--- config.mk ---
export PLATFORM = sky130hd
export DESIGN_NAME = exec_logic_shift
export DESIGN_NICKNAME = d
export VERILOG_FILES = /design/src/rtl/exec_logic_shift.sv
export SDC_FILE = /design/constraint.sdc
export NUM_CORES = 1
export LEC_CHECK = 0
export BUFFER_PORTS_ARGS = -buffer_cell sky130_fd_sc_hd__buf_4
export CAP_MARGIN = 0
export CORE_MARGIN = 1.5
export CORE_UTILIZATION = 45
export DETAILED_ROUTE_END_ITERATION = 12
export MAX_ROUTING_LAYER = met4
export PLACE_DENSITY = 0.61
export RECOVER_POWER = 25
export SKIP_LAST_GASP = 1
export SYNTH_ARGS = -nofsm -noshare
export SYNTH_HDL_FRONTEND = slang
export SYNTH_SLANG_ARGS = --single-unit
--- constraint.sdc ---
create_clock -name clk_i -period 4.5 [get_ports clk_i]
set_input_delay 0.225 -clock clk_i [delete_from_list [all_inputs] [get_ports clk_i]]
set_output_delay 0.225 -clock clk_i [all_outputs]
set_load 0.005 [all_outputs]
--- src/rtl/exec_logic_shift.sv ---
// Logic execution unit: AND/OR/NOT/XOR in one cycle plus an iterative shift/rotate engine.
// Define EXEC_LOGIC_SHIFT_BARREL_EN to replace the iterative engine with a single-cycle barrel shifter.
module exec_logic_shift #(
  parameter int W_OPR      = 16,
  parameter int W_FLAGS    = 4,
  parameter int SHIFT_STEP = 1
) (
  input  logic               clk_i,
  input  logic               rst_n_i,
  input  logic               flush_i,
  input  logic               in_valid_i,
  output logic               in_ready_o,
  input  logic [2:0]         select_i,
  input  logic [W_OPR-1:0]   opr0_i,
  input  logic [W_OPR-1:0]   opr1_i,
  output logic               out_valid_o,
  input  logic               out_ready_i,
  output logic [W_OPR-1:0]   result_o,
  output logic [W_FLAGS-1:0] flags_o,
  output logic [1:0]         state_o
);

  // Handshake: an op is accepted on a rising edge with in_valid_i & in_ready_o (IDLE only);
  // a result is consumed on a rising edge with out_valid_o & out_ready_i; flush_i overrides both.

  localparam int W_SHAMT = $clog2(W_OPR);

  localparam logic [2:0] OP_AND = 3'd0;
  localparam logic [2:0] OP_OR  = 3'd1;
  localparam logic [2:0] OP_NOT = 3'd2;
  localparam logic [2:0] OP_XOR = 3'd3;
  localparam logic [2:0] OP_SLL = 3'd4;
  localparam logic [2:0] OP_SRL = 3'd5;
  localparam logic [2:0] OP_SRA = 3'd6;
  localparam logic [2:0] OP_ROL = 3'd7;

  typedef enum logic [1:0] {
    S_IDLE = 2'd0,
    S_BUSY = 2'd1,
    S_DONE = 2'd2
  } state_t;

  state_t state, state_nxt;

  logic [W_SHAMT-1:0] amt_in;
  logic               accept;
  logic               imm_op;
  logic [W_OPR-1:0]   imm_res;
  logic [W_FLAGS-1:0] imm_flags;

  logic [2:0]         sh_op;
  logic [W_OPR-1:0]   sh_in;
  logic [W_SHAMT-1:0] sh_n;
  logic               sh_msb;
  logic [W_SHAMT-1:0] sh_inv;
  logic [W_SHAMT-1:0] sh_nm1;
  logic [W_OPR-1:0]   sh_res;
  logic               sh_c;
  logic [W_FLAGS-1:0] sh_flags;

  assign amt_in = opr1_i[W_SHAMT-1:0];
  assign accept = (state == S_IDLE) && in_valid_i && !flush_i;
  // Logic ops and zero-amount shifts complete straight from the input operands.
  assign imm_op = !select_i[2] || (amt_in == '0);

`ifdef EXEC_LOGIC_SHIFT_BARREL_EN
  assign sh_op  = select_i;
  assign sh_in  = opr0_i;
  assign sh_n   = amt_in;
  assign sh_msb = opr0_i[W_OPR-1];
`else
  logic [W_OPR-1:0]   sh_val_r;
  logic [W_SHAMT-1:0] rem_r;
  logic [2:0]         op_r;
  logic               msb_r;
  logic [W_SHAMT-1:0] step;
  logic               last_step;

  assign step      = (rem_r < W_SHAMT'(SHIFT_STEP)) ? rem_r : W_SHAMT'(SHIFT_STEP);
  assign last_step = (rem_r == step);
  assign sh_op     = op_r;
  assign sh_in     = sh_val_r;
  assign sh_n      = step;
  assign sh_msb    = msb_r;
`endif

  always_comb begin
    imm_res = opr0_i;
    case (select_i)
      OP_AND:  imm_res = opr0_i & opr1_i;
      OP_OR:   imm_res = opr0_i | opr1_i;
      OP_NOT:  imm_res = ~opr0_i;
      OP_XOR:  imm_res = opr0_i ^ opr1_i;
      default: imm_res = opr0_i;
    endcase
    imm_flags = {1'b0, imm_res[W_OPR-1], ~|imm_res, 1'b0};
  end

  // Shifter core; sh_n is nonzero whenever its output is used. Carry is the last bit out.
  always_comb begin
    sh_inv = W_SHAMT'(W_OPR - int'(sh_n));
    sh_nm1 = sh_n - W_SHAMT'(1);
    sh_res = sh_in;
    sh_c   = 1'b0;
    case (sh_op)
      OP_SLL: begin
        sh_res = sh_in << sh_n;
        sh_c   = sh_in[sh_inv];
      end
      OP_SRL: begin
        sh_res = sh_in >> sh_n;
        sh_c   = sh_in[sh_nm1];
      end
      OP_SRA: begin
        sh_res = W_OPR'($signed(sh_in) >>> sh_n);
        sh_c   = sh_in[sh_nm1];
      end
      OP_ROL: begin
        sh_res = (sh_in << sh_n) | (sh_in >> sh_inv);
        sh_c   = sh_res[0];
      end
      default: begin
        sh_res = sh_in;
        sh_c   = 1'b0;
      end
    endcase
    sh_flags = {(sh_op == OP_SLL) && (sh_res[W_OPR-1] != sh_msb),
                sh_res[W_OPR-1], ~|sh_res, sh_c};
  end

  always_ff @(posedge clk_i or negedge rst_n_i) begin
    if (!rst_n_i) state <= S_IDLE;
    else          state <= state_nxt;
  end

  always_comb begin
    state_nxt = state;
    case (state)
      S_IDLE: begin
        if (in_valid_i) begin
`ifdef EXEC_LOGIC_SHIFT_BARREL_EN
          state_nxt = S_DONE;
`else
          state_nxt = imm_op ? S_DONE : S_BUSY;
`endif
        end
      end
      S_BUSY: begin
`ifndef EXEC_LOGIC_SHIFT_BARREL_EN
        if (last_step) state_nxt = S_DONE;
`endif
      end
      S_DONE: begin
        if (out_ready_i) state_nxt = S_IDLE;
      end
      default: state_nxt = S_IDLE;
    endcase
    if (flush_i) state_nxt = S_IDLE;
  end

  always_comb begin
    in_ready_o  = (state == S_IDLE);
    out_valid_o = (state == S_DONE);
    state_o     = state;
  end

  // Datapath: operands are captured only on accept; flush leaves result_o/flags_o untouched.
  always_ff @(posedge clk_i or negedge rst_n_i) begin
    if (!rst_n_i) begin
      result_o <= '0;
      flags_o  <= '0;
`ifndef EXEC_LOGIC_SHIFT_BARREL_EN
      sh_val_r <= '0;
      rem_r    <= '0;
      op_r     <= OP_AND;
      msb_r    <= 1'b0;
`endif
    end else if (accept) begin
      if (imm_op) begin
        result_o <= imm_res;
        flags_o  <= imm_flags;
      end else begin
`ifdef EXEC_LOGIC_SHIFT_BARREL_EN
        result_o <= sh_res;
        flags_o  <= sh_flags;
`else
        sh_val_r <= opr0_i;
        rem_r    <= amt_in;
        op_r     <= select_i;
        msb_r    <= opr0_i[W_OPR-1];
`endif
      end
    end
`ifndef EXEC_LOGIC_SHIFT_BARREL_EN
    else if ((state == S_BUSY) && !flush_i) begin
      sh_val_r <= sh_res;
      rem_r    <= rem_r - step;
      if (last_step) begin
        result_o <= sh_res;
        flags_o  <= sh_flags;
      end
    end
`endif
  end

endmodule

==> metrics <==
drt initial violations=175; clock root cell=clkbuf_8; Fill cells=between 900 and 1000; mapped cell area=about 4400 um^2; Die H=just over 100 um; RSZ-0062 raised after global routing=false; Synth cell types=60; Avg WL per Cell=18.8 um; worst-skew pair later-pin latency=between 300 and 400 ps; final setup vio count=0; CP max FO=19; syn nets=approximately 600; post-route clock period utilization=about three quarters; most common cell in the synthesized netlist=nor2_1; area of the multi-input gates=roughly 3000 um^2; Die W=about 100 um; Fin. Hold Viols=0; clock buffer depth=2; post-synth top area share=about a quarter; Max-Cap Viols=1; sequential cell area fraction in the yosys report=between 20% and 30%; yosys warns=0; DRT antenna net count=0; io pins=64; total setup buffers inserted after CTS=0; core area=9640 um^2; failing checks=capacitance limit, slew limit; CTS tree=done; CTS Sinks=45; largest net degree at the start of global routing=46; worst setup path category=register to register; synth top area cells=dfrtp_1 (25%), mux4_2 (10%), ha_1 (9.9%); DRC viols=0; LEAKAGE=2.36 nW; Crit. Startpoint=rem_r[2]$_DFFE_PN0P_; Fmax=292 MHz; ys async rst share=between 90% and 100%; drt via density=approximately 6; routed vias=4132; Max VDD drop=~0.2 mV; initial core utilization=a little under half; initial antenna violation count=0; I/O Buffers=between 60 and 70; status=complete, but fails checks; Hold Crit Class=primary input to register; power density over the cells=approximately 510 nW/um^2; hpwl dp=10.1 mm; grt total ovfl=0; Finished Core Util=between 50 and 60%; Post-Syn Instances=around 530; router iterations before antenna repair=5; WL final=13.3 mm; layout cell share with drive strength beyond 1=roughly 22%; Nets=approximately 650; EDFF count, synth=0; DP Area=between 4000 and 5000 um^2; clock-pin slew on the worst setup and hold paths=roughly 90 ps; fin crit period=approximately 3400 ps; Startpoint Class=register; syn_area_per_cell=around 8.3 um^2; Fin Setup TNS=0 ps; critical path data arrival time=around 3700 ps; # rows=36; Hold Startpoint=flush_i; most frequent cells after synthesis=nor2_1 (54), inv_1 (53), nand2_1 (50); pins over their slew limit=46; max_slew headroom=-64.8%; Post-CTS Resized=0; Crit path required time=between 4000 and 5000 ps; H-tree depth=2; fin area=about 5100 um^2; number of diodes=0; largest area contributor in the netlist=dfrtp_1; worst slew pin tran=between 2000 and 2500 ps; die area=between 10000 and 15000 um^2; total CTS buffers=5; RR Startpoint=rem_r[2]$_DFFE_PN0P_; Top FF cell, synth=dfrtp_1; layout overhead on the synthesized area=15.5%; #FFs+latches synth=45; placer congestion estimate=roughly 0.93; skew final=around 15 ps; Seq. cell area=between 1000 and 1500 um^2; vias in the first global route=around 3900; Total GRT Usage=27.3%; first-pass GRT wire length=around 21 mm; CP endpoint kind=register
## through the flow
step                      hold slack, ps  instances  power, W  worst slack (ps)
after global routing                78.5        707   0.00279               863
after global placement               268        698   0.00226              1170
after floorplan                    -70.6        532   0.00173              1310
final                               65.5        707   0.00259              1080
after detailed placement             273        698   0.00227              1110
after CTS                           61.6        707   0.00259              1080
## layer usage
layer | track usage, % | part of all wire [%] | wire (um)
met5 | - | 0 | 0
met4 | 9.69 | 2.6 | 343
met3 | 2.12 | 4.5 | 605
met2 | 41.0 | 46 | 6110
met1 | 38.8 | 47 | 6250
## kinds of logic (layout without fill, tap and decap cells)
logic type	after synthesis	count (layout)	synth area share, %
flip-flops	45	45	25.4
AO/OA/AOI/OAI	138	138	19.7
adder cells (fa/ha/maj)	35	35	9.89
buffers and inverters	97	139	8.98
AND/OR/NAND/NOR	155	155	16.1
other	1	1	0.0847
XOR/XNOR	2	2	0.396
multiplexers	59	59	19.4
## flip-flops by register name, summed over array words and instances (netlist names)
signal	flops
sh_in	16
flags_o	4
op_r	3
result_o	15
state_o	2
msb_r	1
rem_r	4
## layout make-up
type	instances	share of cell area, %
flip-flops and latches	45	22.0
repair buffers	75	11.0
clock inverters	2	0.758
clock buffers	6	1.42
inverters	56	4.26
well taps	133	3.25
multi-input cells	390	57.3
## cell usage in the layout (no fill, tap or decap), drive strengths merged, types with 3 or more instances in the layout
cell type	n
o221ai	4
nand3	10
nand4	4
a21oi	40
inv	55
buf	73
and3	5
a31oi	15
o2111ai	3
clkbuf	7
nand2	50
o41ai	4
o21ai	37
o21a	5
mux4	20
mux2	14
mux2i	25
dfrtp	45
a211o	3
nor2	55
ha	35
o22ai	4
nor3	6
nand2b	6
nor2b	6
a211oi	7
## report_power, final
group	switching (W)	leakage, nW	internal [W]	total, W
sequential	0.000298	0.517	0.000568	0.000866
combinational	0.000737	1.79	0.000667	0.00140
clock	0.000152	0.0554	0.000167	0.000319
## worst max-delay path, cell delays in order, from the launching register on
cell and delay [ps]:
dfrtp_1 480, or4_1 650, inv_8 180, ha_1 500
buf_4 300, mux2i_1 150, o41ai_1 80, a311oi_1 430
buf_4 200, nand2_1 40, nand4b_1 180, o21ai_1 160
## worst paths after layout
kind                       depth (start not counted)  slack, ps                      end
max                                               11       1080   flags_o[1]$_DFFE_PN0P_
min                                                2         70   state_o[1]$_DFFE_PN0P_
max reg2reg                                       11       1080   flags_o[1]$_DFFE_PN0P_
min reg2reg                                        2        500  result_o[7]$_DFFE_PN0P_
max in group asynchronous                          2       1880   state_o[0]$_DFFE_PN0P_
min in group asynchronous                          2       1210   flags_o[3]$_DFFE_PN0P_
## timing repair
action,4_1_cts,5_1_grt
endpoints found under the hold margin,45,0
hold buffers,1,0
setup endpoints to repair,0,0
Note: power is estimated with default switching activity, not from simulation.
